--- src/rtl/f1_pkg.sv ---
// Shared types and constants for the F1 race-start controller.
package f1_pkg;

    localparam int         LFSR_W       = 7;
    localparam logic [7:0] LIGHTS_ALL   = 8'hFF;
    localparam logic [7:0] JUMP_PATTERN = 8'h81;

    typedef enum logic [2:0] {
        IDLE = 3'd0,
        SEQ  = 3'd1,
        HOLD = 3'd2,
        OUT  = 3'd3,
        DONE = 3'd4,
        JUMP = 3'd5
    } start_state_t;

    // One step of the x^7+x^6+1 Fibonacci LFSR: shift left, feed back b6^b5.
    function automatic logic [LFSR_W-1:0] lfsr_next(input logic [LFSR_W-1:0] cur);
        return {cur[LFSR_W-2:0], cur[6] ^ cur[5]};
    endfunction

endpackage

--- src/rtl/f1_start_timer_if.sv ---
// Link between the start timer and the upstream light sequencer.
//
// Protocol: there is no valid/ready pair on this link. The sequencer advances
// its thermometer bar by one light on every cycle seq_en is high, and clears to
// all-off on any cycle seq_clr is high (seq_clr wins). lights_in is the
// sequencer's registered bar and is sampled by the timer every cycle.
interface f1_start_timer_if;
    logic       seq_en;
    logic       seq_clr;
    logic [7:0] lights_in;

    // Timer side: drives the sequencer controls, reads the bar.
    modport master (output seq_en, output seq_clr, input lights_in);
    // Sequencer side.
    modport slave  (input seq_en, input seq_clr, output lights_in);
endinterface

--- src/rtl/f1_start_timer_lfsr_7.sv ---
// Free-running 7-bit LFSR that supplies the random hold delay (1..127).
module lfsr_7
    import f1_pkg::*;
#(
    parameter logic [LFSR_W-1:0] SEED = 7'h01
) (
    input  logic              clk,
    input  logic              rst,
    output logic [LFSR_W-1:0] out
);

    logic [LFSR_W-1:0] lfsr_q;
    logic [LFSR_W-1:0] lfsr_d;

    // Next value: advance every cycle, a nonzero seed never reaches zero.
    always_comb begin
        lfsr_d = lfsr_next(lfsr_q);
    end

    // LFSR register.
    always_ff @(posedge clk or negedge rst) begin
        if (!rst) lfsr_q <= SEED;
        else      lfsr_q <= lfsr_d;
    end

    assign out = lfsr_q;

endmodule

--- src/rtl/f1_start_timer.sv ---
// Race-start controller: gates the light sequencer, holds the full bar for a
// random number of ticks, blanks it, then times the driver's reaction.
module f1_start_timer
    import f1_pkg::*;
#(
    parameter int                TIME_W    = 16,
    parameter logic [LFSR_W-1:0] LFSR_SEED = 7'h01
) (
    input  logic                clk,
    input  logic                rst,
    input  logic                tick,
    input  logic                ms_tick,
    input  logic                start,
    input  logic                trigger,
    f1_start_timer_if.master    seq_if,
    output logic [7:0]          lights_out,
    output logic [TIME_W-1:0]   reaction_time,
    output logic                time_valid,
    output logic                jump_start,
    output start_state_t        state_dbg
);

    start_state_t      state_q, state_d;
    logic [LFSR_W-1:0] delay_q, delay_d;
    logic [TIME_W-1:0] react_q, react_d;
    logic [TIME_W-1:0] reaction_q, reaction_d;
    logic              trig_prev_q, trig_prev_d;
    logic              time_valid_q, time_valid_d;
    logic              jump_start_q, jump_start_d;

    logic [LFSR_W-1:0] lfsr_val;
    logic              trig_edge;

    lfsr_7 #(.SEED(LFSR_SEED)) u_lfsr (
        .clk (clk),
        .rst (rst),
        .out (lfsr_val)
    );

    assign trig_edge = trigger & ~trig_prev_q;

    // Sequencer controls and display bar, decoded from the current state.
    always_comb begin
        seq_if.seq_en  = (state_q == SEQ) & tick;
        seq_if.seq_clr = start & ((state_q == IDLE) | (state_q == DONE) | (state_q == JUMP));
        case (state_q)
            SEQ, HOLD: lights_out = seq_if.lights_in;
            JUMP:      lights_out = JUMP_PATTERN;
            default:   lights_out = 8'h00;
        endcase
    end

    // Next-state, delay counter, reaction counter and capture logic.
    always_comb begin
        state_d      = state_q;
        delay_d      = delay_q;
        react_d      = react_q;
        reaction_d   = reaction_q;
        trig_prev_d  = trigger;
        case (state_q)
            IDLE, DONE, JUMP: begin
                if (start) state_d = SEQ;
            end
            SEQ: begin
                if (trig_edge) begin
                    state_d = JUMP;
                end else if (seq_if.lights_in == LIGHTS_ALL) begin
                    state_d = HOLD;
                    delay_d = lfsr_val;
                end
            end
            HOLD: begin
                // A press in the same cycle as expiry is still a jump start.
                if (trig_edge) begin
                    state_d = JUMP;
                end else if (tick) begin
                    if (delay_q == 7'd1) begin
                        state_d = OUT;
                        react_d = '0;
                    end
                    delay_d = delay_q - 7'd1;
                end
            end
            OUT: begin
                // Capture takes the pre-increment count if ms_tick coincides.
                if (trig_edge) begin
                    state_d    = DONE;
                    reaction_d = react_q;
                end else if (ms_tick && !(&react_q)) begin
                    react_d = react_q + 1'b1;
                end
            end
            default: state_d = IDLE;
        endcase
        time_valid_d = (state_d == DONE);
        jump_start_d = (state_d == JUMP);
    end

    // State and datapath registers; trigger history resets high so a button
    // held through reset is not seen as a press.
    always_ff @(posedge clk or negedge rst) begin
        if (!rst) begin
            state_q      <= IDLE;
            delay_q      <= '0;
            react_q      <= '0;
            reaction_q   <= '0;
            trig_prev_q  <= 1'b1;
            time_valid_q <= 1'b0;
            jump_start_q <= 1'b0;
        end else begin
            state_q      <= state_d;
            delay_q      <= delay_d;
            react_q      <= react_d;
            reaction_q   <= reaction_d;
            trig_prev_q  <= trig_prev_d;
            time_valid_q <= time_valid_d;
            jump_start_q <= jump_start_d;
        end
    end

    assign reaction_time = reaction_q;
    assign time_valid    = time_valid_q;
    assign jump_start    = jump_start_q;
    assign state_dbg     = state_q;

endmodule

--- src/flat_wrapper.sv ---
// flat-port wrapper written by rule: the top's interface ports become plain ports
module f1_start_timer_flat import f1_pkg::*;
#(
    parameter int                TIME_W    = 16,
    parameter logic [LFSR_W-1:0] LFSR_SEED = 7'h01
)
  (clk, rst, tick, ms_tick, start, trigger, lights_out, reaction_time, time_valid, jump_start, state_dbg, seq_if_seq_en, seq_if_seq_clr, seq_if_lights_in);
  f1_start_timer_if seq_if_i ();
  input  logic clk;
  input  logic rst;
  input  logic tick;
  input  logic ms_tick;
  input  logic start;
  input  logic trigger;
  output logic [7:0] lights_out;
  output logic [TIME_W-1:0] reaction_time;
  output logic time_valid;
  output logic jump_start;
  output start_state_t state_dbg;
  output wire logic [$bits(seq_if_i.seq_en)-1:0] seq_if_seq_en;
  output wire logic [$bits(seq_if_i.seq_clr)-1:0] seq_if_seq_clr;
  input wire logic [$bits(seq_if_i.lights_in)-1:0] seq_if_lights_in;
  assign seq_if_seq_en = seq_if_i.seq_en;
  assign seq_if_seq_clr = seq_if_i.seq_clr;
  assign seq_if_i.lights_in = seq_if_lights_in;
  f1_start_timer #(.TIME_W(TIME_W), .LFSR_SEED(LFSR_SEED)) u_core (.clk(clk), .rst(rst), .tick(tick), .ms_tick(ms_tick), .start(start), .trigger(trigger), .seq_if(seq_if_i), .lights_out(lights_out), .reaction_time(reaction_time), .time_valid(time_valid), .jump_start(jump_start), .state_dbg(state_dbg));
endmodule
--- config.mk ---
export PLATFORM = sky130hd
export DESIGN_NAME = f1_start_timer_flat
export DESIGN_NICKNAME = d
export VERILOG_FILES = /design/src/rtl/f1_pkg.sv /design/src/rtl/f1_start_timer_if.sv /design/src/rtl/f1_start_timer_lfsr_7.sv /design/src/rtl/f1_start_timer.sv /design/src/flat_wrapper.sv
export SDC_FILE = /design/constraint.sdc
export NUM_CORES = 1
export LEC_CHECK = 0
export BUFFER_PORTS_ARGS = -buffer_cell sky130_fd_sc_hd__clkbuf_2
export CAP_MARGIN = 25
export CELL_PAD_IN_SITES_DETAIL_PLACEMENT = 1
export CELL_PAD_IN_SITES_GLOBAL_PLACEMENT = 2
export CORE_AREA = 4 4 126 68
export CTS_CLUSTER_SIZE = 30
export DETAILED_ROUTE_END_ITERATION = 16
export DIE_AREA = 0 0 130 72
export PLACE_DENSITY_LB_ADDON = 0.1
export SKIP_CTS_REPAIR_TIMING = 1
export SYNTH_ARGS = -nofsm -noshare
export SYNTH_HDL_FRONTEND = slang
export SYNTH_HIERARCHICAL = 1
export SYNTH_SLANG_ARGS = --single-unit
--- constraint.sdc ---
create_clock -name clk -period 2.7 [get_ports clk]
set_input_delay 0.405 -clock clk [delete_from_list [all_inputs] [get_ports clk]]
set_output_delay 0.405 -clock clk [all_outputs]
set_load 0.1 [all_outputs]
# Yosys cells after proc, flatten, opt, wreduce, memory -nomap -nowiden
# Cells that the tools add are included.
classes:
  muxes: 20
  addsub: 2
  n_eq_ne: 16
  bitwise_logic: 7
  reduce_logical: 11
op_table:
  columns: ["cell", "n"]
  rows:
  - ["16-bit 2-to-1 mux", 5]
  - ["16-bit case mux with 2 select lines", 1]
  - ["7-bit 2-to-1 mux", 4]
  - ["3-bit 2-to-1 mux", 7]
  - ["16-bit by 1-bit adder with 16-bit output (second input constant)", 1]
  - ["8-bit case mux with 2 select lines", 1]
  - ["16-bit AND reduction", 1]
  - ["7-bit case mux with 2 select lines", 1]
  - ["3-bit equality test (second input constant)", 4]
  - ["3-bit case mux with 4 select lines", 1]
  - ["2-bit != test (second input constant)", 5]
  - ["8-bit equality test (second input constant)", 1]
  - ["7-bit by 1-bit equality test with 1-bit output (second input constant)", 1]
  - ["7-bit by 1-bit subtractor with 7-bit output (second input constant)", 1]
  - ["3-bit by 2-bit equality test with 1-bit output (second input constant)", 2]
  - ["6-bit AND reduction", 1]
  - ["5-bit AND reduction", 1]
  - ["2-bit by 1-bit != test with 1-bit output (second input constant)", 2]
  - ["2-bit nonzero test", 2]
  - ["1-bit AND", 3]
  - ["3-bit by 1-bit equality test with 1-bit output (second input constant)", 1]
  - ["3-bit logical NOT", 1]
  - ["3-bit OR reduction", 1]
  - ["1-bit bitwise OR", 2]
  - ["other kinds (6)", 6]
word_totals:
  inputBits: 14
  word_cells: 64
  output_inout_bits: 31
  ff_bits: 52

# Depth between registers and ports, before layout
logic_depth:
  word_depth: 6
  mapped_depth: 7
  ltp_nobuf: 6

# Modules after synthesis
# The synthesis kept the hierarchy.
by_module_without_submodules:
  columns: ["mod", "cells_each", "area_per_inst_um2", "instances", "seq_area_each_um2"]
  rows:
  - ["f1_start_timer", 259, 2581.2, 1, 1127.3]
  - ["lfsr_7", 14, 230.2, 1, 176.4]

# Worst setup path after synthesis
# Ideal clock, no wire load.
synth_timing:
  path_kind: "reg2out"
  startpoint: "register u_core.state_q[2] (netlist: u_core/state_dbg[2])"
  endpoint: "output port lights_out[0]"
  required_ns: 2.295
  setup_slack_ns: -1.210
  n_path_buf: 1
  arrival_ns: 3.505
  stages_incl_launch_ff: 4
  path_cell_list: "dfrtp_1 > clkbuf_1 > nor2_1 > o21ai_0"
synth_between:
  elab_chain_cells: 3
  word_cells_on_any_way: 5
  cone_classes: "3 x eq/ne; 1 x mux; 1 x reduce/logical"
synth_lines:
  columns: ["element", "line", "rtl"]
  rows:
  - ["from (decl)", "f1_start_timer.sv:23", "start_state_t state_q, state_d;"]
  - ["from (signal assigned)", "f1_start_timer.sv:111", "state_q <= state_d;"]
  - ["3-bit by 2-bit equality test with 1-bit output or 3-bit by 1-bit equality test with 1-bit output (tied branches)", "f1_start_timer.sv:46", "case (state_q)"]
  - ["2-bit OR reduction", "f1_start_timer.sv:46", null]
  - ["8-bit case mux with 2 select lines *", "f1_start_timer.sv:46", null]
  - ["to (decl)", "flat_wrapper.sv:15", "output logic [7:0] lights_out;"]
# Mark *: on every way between the ends. The rest lies on a longest branch, timed or not.

# Final worst setup path
layout_timing:
  startpoint: "register u_core.state_q[0] (netlist: u_core/state_dbg[0])"
  endpoint: "output port lights_out[5]"
# The elaborated chain is that of the path after synthesis.

==> impl_metrics.csv <==
group,metric,value,unit
worst_setup_path,arrival,2.13,ns
hold_path,min_path_type,"input pin to async pin",
worst_setup_path,crit_family,"flip-flops",
place,io_buffer_count,44,
place,hpwlAfterDp,5.77,mm
floorplanning,start_util,37.0,%
sta,period_share,94.0,%
clock_network,cts_root_buffer,"clkbuf_16",
worst_setup_path,crit_path_cell_trace,"nand2b_1, a21oi_1, and2_2, clkbuf_2",
pwr,p_int,1.44,mW
cells_and_area,syn2layout_area_growth,17.0,%
logic_synthesis,async_flop_share,100,%
pwr,p_per_area,757,nW/um2
grt,grt_max_degree,30,
grt,grt_pass1_wl,12.9,mm
pwr,clkPwrFrac,30.0,%
logic_synthesis,synth_area,2810,um2
drt,dr.pass1.iters,4,
worst_setup_path,crit_path_max_fanout,12,
drt,dr.first_iter.drc_count,131,
worst_setup_path,path_class,"register to output port",
place,place_area,3110,um2
clock_network,cts_inserted_buffers,5,
sta,tightest_slew,0.746,ns
sta,fin_skew,0.00634,ns
logic_synthesis,synth_edf_count,0,
drt,wl,7.72,mm
sta,drv_slew,0,
grt,antenna_found_initial,0,
drt,ant_nets,0,
clock_network,clk_path_buf_depth,2,
logic_synthesis,syn_nets,290,
sta,grt_setup_unrepaired,"no",
logic_synthesis,yosysUniqueCellTypes,60,
pwr,power_frac_seq,35.1,%
cells_and_area,fin_area,3290,um2
floorplanning,pin_count,45,
floorplanning,die_area,9360,um2
place,place_congestion,0.791,
sta,finalHoldViolCount,0,
flow_run,drv_cap,0,
grt,grt_pass1_vias,2318,
clock_network,clock_latency,0.29,ns
cells_and_area,mostFrequentLayoutCell,"dfrtp_1",
grt,grt_use_total,17.8,%
sta,fmax,0.394,GHz
pwr,p_leak,1.49,nW
drt,drc,0,
drt,avgRoutedWirePerCell,18.7,um
pwr,swShare,42.2,%
cells_and_area,final_nets,330,
drt,vias,2311,
sta,finalSetupTns,0,ns
clock_network,clock-sinks,52,
logic_synthesis,synth_area_per_cell,10.3,um2
grt,grt_overflow_total,0,
pwr,p_comb_share,34.9,%
cells_and_area,antenna_cells,0,
logic_synthesis,syn_inst,273,
cells_and_area,final_cell_mix,"dfrtp_1 (50), clkbuf_2 (44), nor2_1 (17), a31oi_1 (17), mux2_2 (15)",
worst_setup_path,cp_num_buf_inv,1,
sta,period_minus_slack,2.54,ns
clock_network,path_clk_slew,0.07,ns
cells_and_area,final_layout_size_suffix_gt1_share,32.5,%
logic_synthesis,yosysSeqAreaShare,46.4,%
logic_synthesis,ys_seq_elements,52,
floorplanning,num_rows,23,
floorplanning,die_y,72,um
worst_setup_path,crit_required,2.30,ns
drt,vias_per_cell,5.58,
outcome,status,"completed",
worst_setup_path,critPathMaxStageDelay,0.54,ns
pwr,p_switching,1.05,mW
pwr,peakVddDrop,0.287,mV
worst_setup_path,end_kind,"output port",
logic_synthesis,yosysWarnings,6,
sta,slew_headroom,50.3,%
clock_network,ctsHtreeMaxLevel,2,
sta,finalSetupViolCount,0,
floorplanning,core_area,7600,um2
cells_and_area,num-fill-cells,888,
clock_network,cts_tree,"yes",
logic_synthesis,synth_ff_type,"dfrtp_1",
floorplanning,die_w,130,um
worst_setup_path,cp-start-kind,"register",
worst_setup_path,crit_slowest_cell,"dfrtp_1",
## per-stage QoR
stage | utilization (%) | setup WS [ns] | hold WS, ns | total power, mW | instances
2_1_floorplan | - | 0.00235 | 0.109 | 1.61 | 273
3_3_place_gp | 41.0 | 0.605 | 0.366 | 1.75 | 406
3_5_place_dp | 41.0 | 0.468 | 0.372 | 1.76 | 406
4_1_cts | 43.3 | 0.149 | 0.191 | 2.52 | 414
5_1_grt | 43.3 | 0.0399 | 0.221 | 2.60 | 414
6_report | 43.3 | 0.162 | 0.169 | 2.49 | 414
## layout make-up
class | instances | area (um2) | area share [%]
inverter | 10 | 37.5 | 1.14
timing repair buffer | 54 | 295 | 8.97
tap | 100 | 125 | 3.80
multi-input combinational | 190 | 1350 | 41.1
clock buffer | 6 | 139 | 4.22
clock inverter | 2 | 38.8 | 1.18
sequential | 52 | 1300 | 39.6
## cells in the mapped netlist, types with 7 or more instances
| cell | n | area share [%] |
|---|---|---|
| o21ai_0 | 12 | 2.1 |
| buf_4 | 9 | 2.4 |
| dfrtp_1 | 50 | 45 |
| a21oi_1 | 12 | 2.1 |
| nor3_1 | 11 | 2.0 |
| a31oi_1 | 17 | 3.8 |
| nor2_1 | 17 | 2.3 |
| nand2_1 | 12 | 1.6 |
| inv_1 | 10 | 1.3 |
| mux2_2 | 15 | 6.0 |
| and2_1 | 8 | 1.8 |
| nand4_1 | 7 | 1.6 |
## registers in the layout (all words and copies together), names as in the netlist
| register | count |
|---|---|
| u_core/delay_q | 7 |
| u_core/jump_start | 1 |
| u_core/react_q | 16 |
| u_core/reaction_time | 16 |
| u_core/state_dbg | 3 |
| u_core/time_valid | 1 |
| u_core/trig_prev_q | 1 |
| u_core/u_lfsr/out | 7 |
## worst paths after layout
path,endpoint,depth (start not counted),slack [ns],start
setup / recovery,lights_out[5],4,0.16,u_core/state_dbg[0]$_DFF_PN0_
hold / removal,u_core/reaction_time[10]$_DFFE_PN0P_,1,0.17,rst
setup reg to reg,u_core/react_q[1]$_DFFE_PN0P_,6,0.54,u_core/state_dbg[0]$_DFF_PN0_
hold reg to reg,u_core/u_lfsr/out[4]$_DFF_PN0_,0,0.38,u_core/u_lfsr/out[3]$_DFF_PN0_
max in group asynchronous,u_core/trig_prev_q$_DFF_PN1_,2,1.78,rst
min in group clk,u_core/trig_prev_q$_DFF_PN1_,1,0.23,trigger
## worst register-to-register path: stages, from the launching register on
cell     delay, ns
dfrtp_1       0.54
nor3b_1       0.56
buf_4         0.23
nand4_1       0.14
o21ai_2       0.21
buf_4         0.23
mux2i_1       0.19
## cells by family after synthesis
group,Yosys count,synth area share (%)
multiplexers,18,7.16
AND/OR/NAND/NOR,92,19.8
XOR/XNOR,1,0.312
flip-flops,52,46.4
buffers and inverters,31,6.63
adder cells (fa/ha/maj),3,1.34
AO/OA/AOI/OAI,76,18.3
## power groups by stage
stage / Sequential (mW) / Clock, mW / Combinational (mW)
2_1_floorplan: 1.02 / 0 / 0.593
3_3_place_gp: 0.884 / 0 / 0.867
3_5_place_dp: 0.887 / 0 / 0.873
4_1_cts: 0.871 / 0.778 / 0.874
5_1_grt: 0.879 / 0.814 / 0.909
6_report: 0.873 / 0.748 / 0.869
## routing by layer
layer / vias up / global-route usage, % / share of wire [%]
li1: 1103 / - / -
met1: 1163 / 30.0 / 58
met2: 40 / 22.6 / 38
met3: 5 / 4.04 / 4.3
met4: 0 / 3.11 / 0.48
met5: - / 0 / 0
Note: power is estimated with default switching activity, not from simulation.
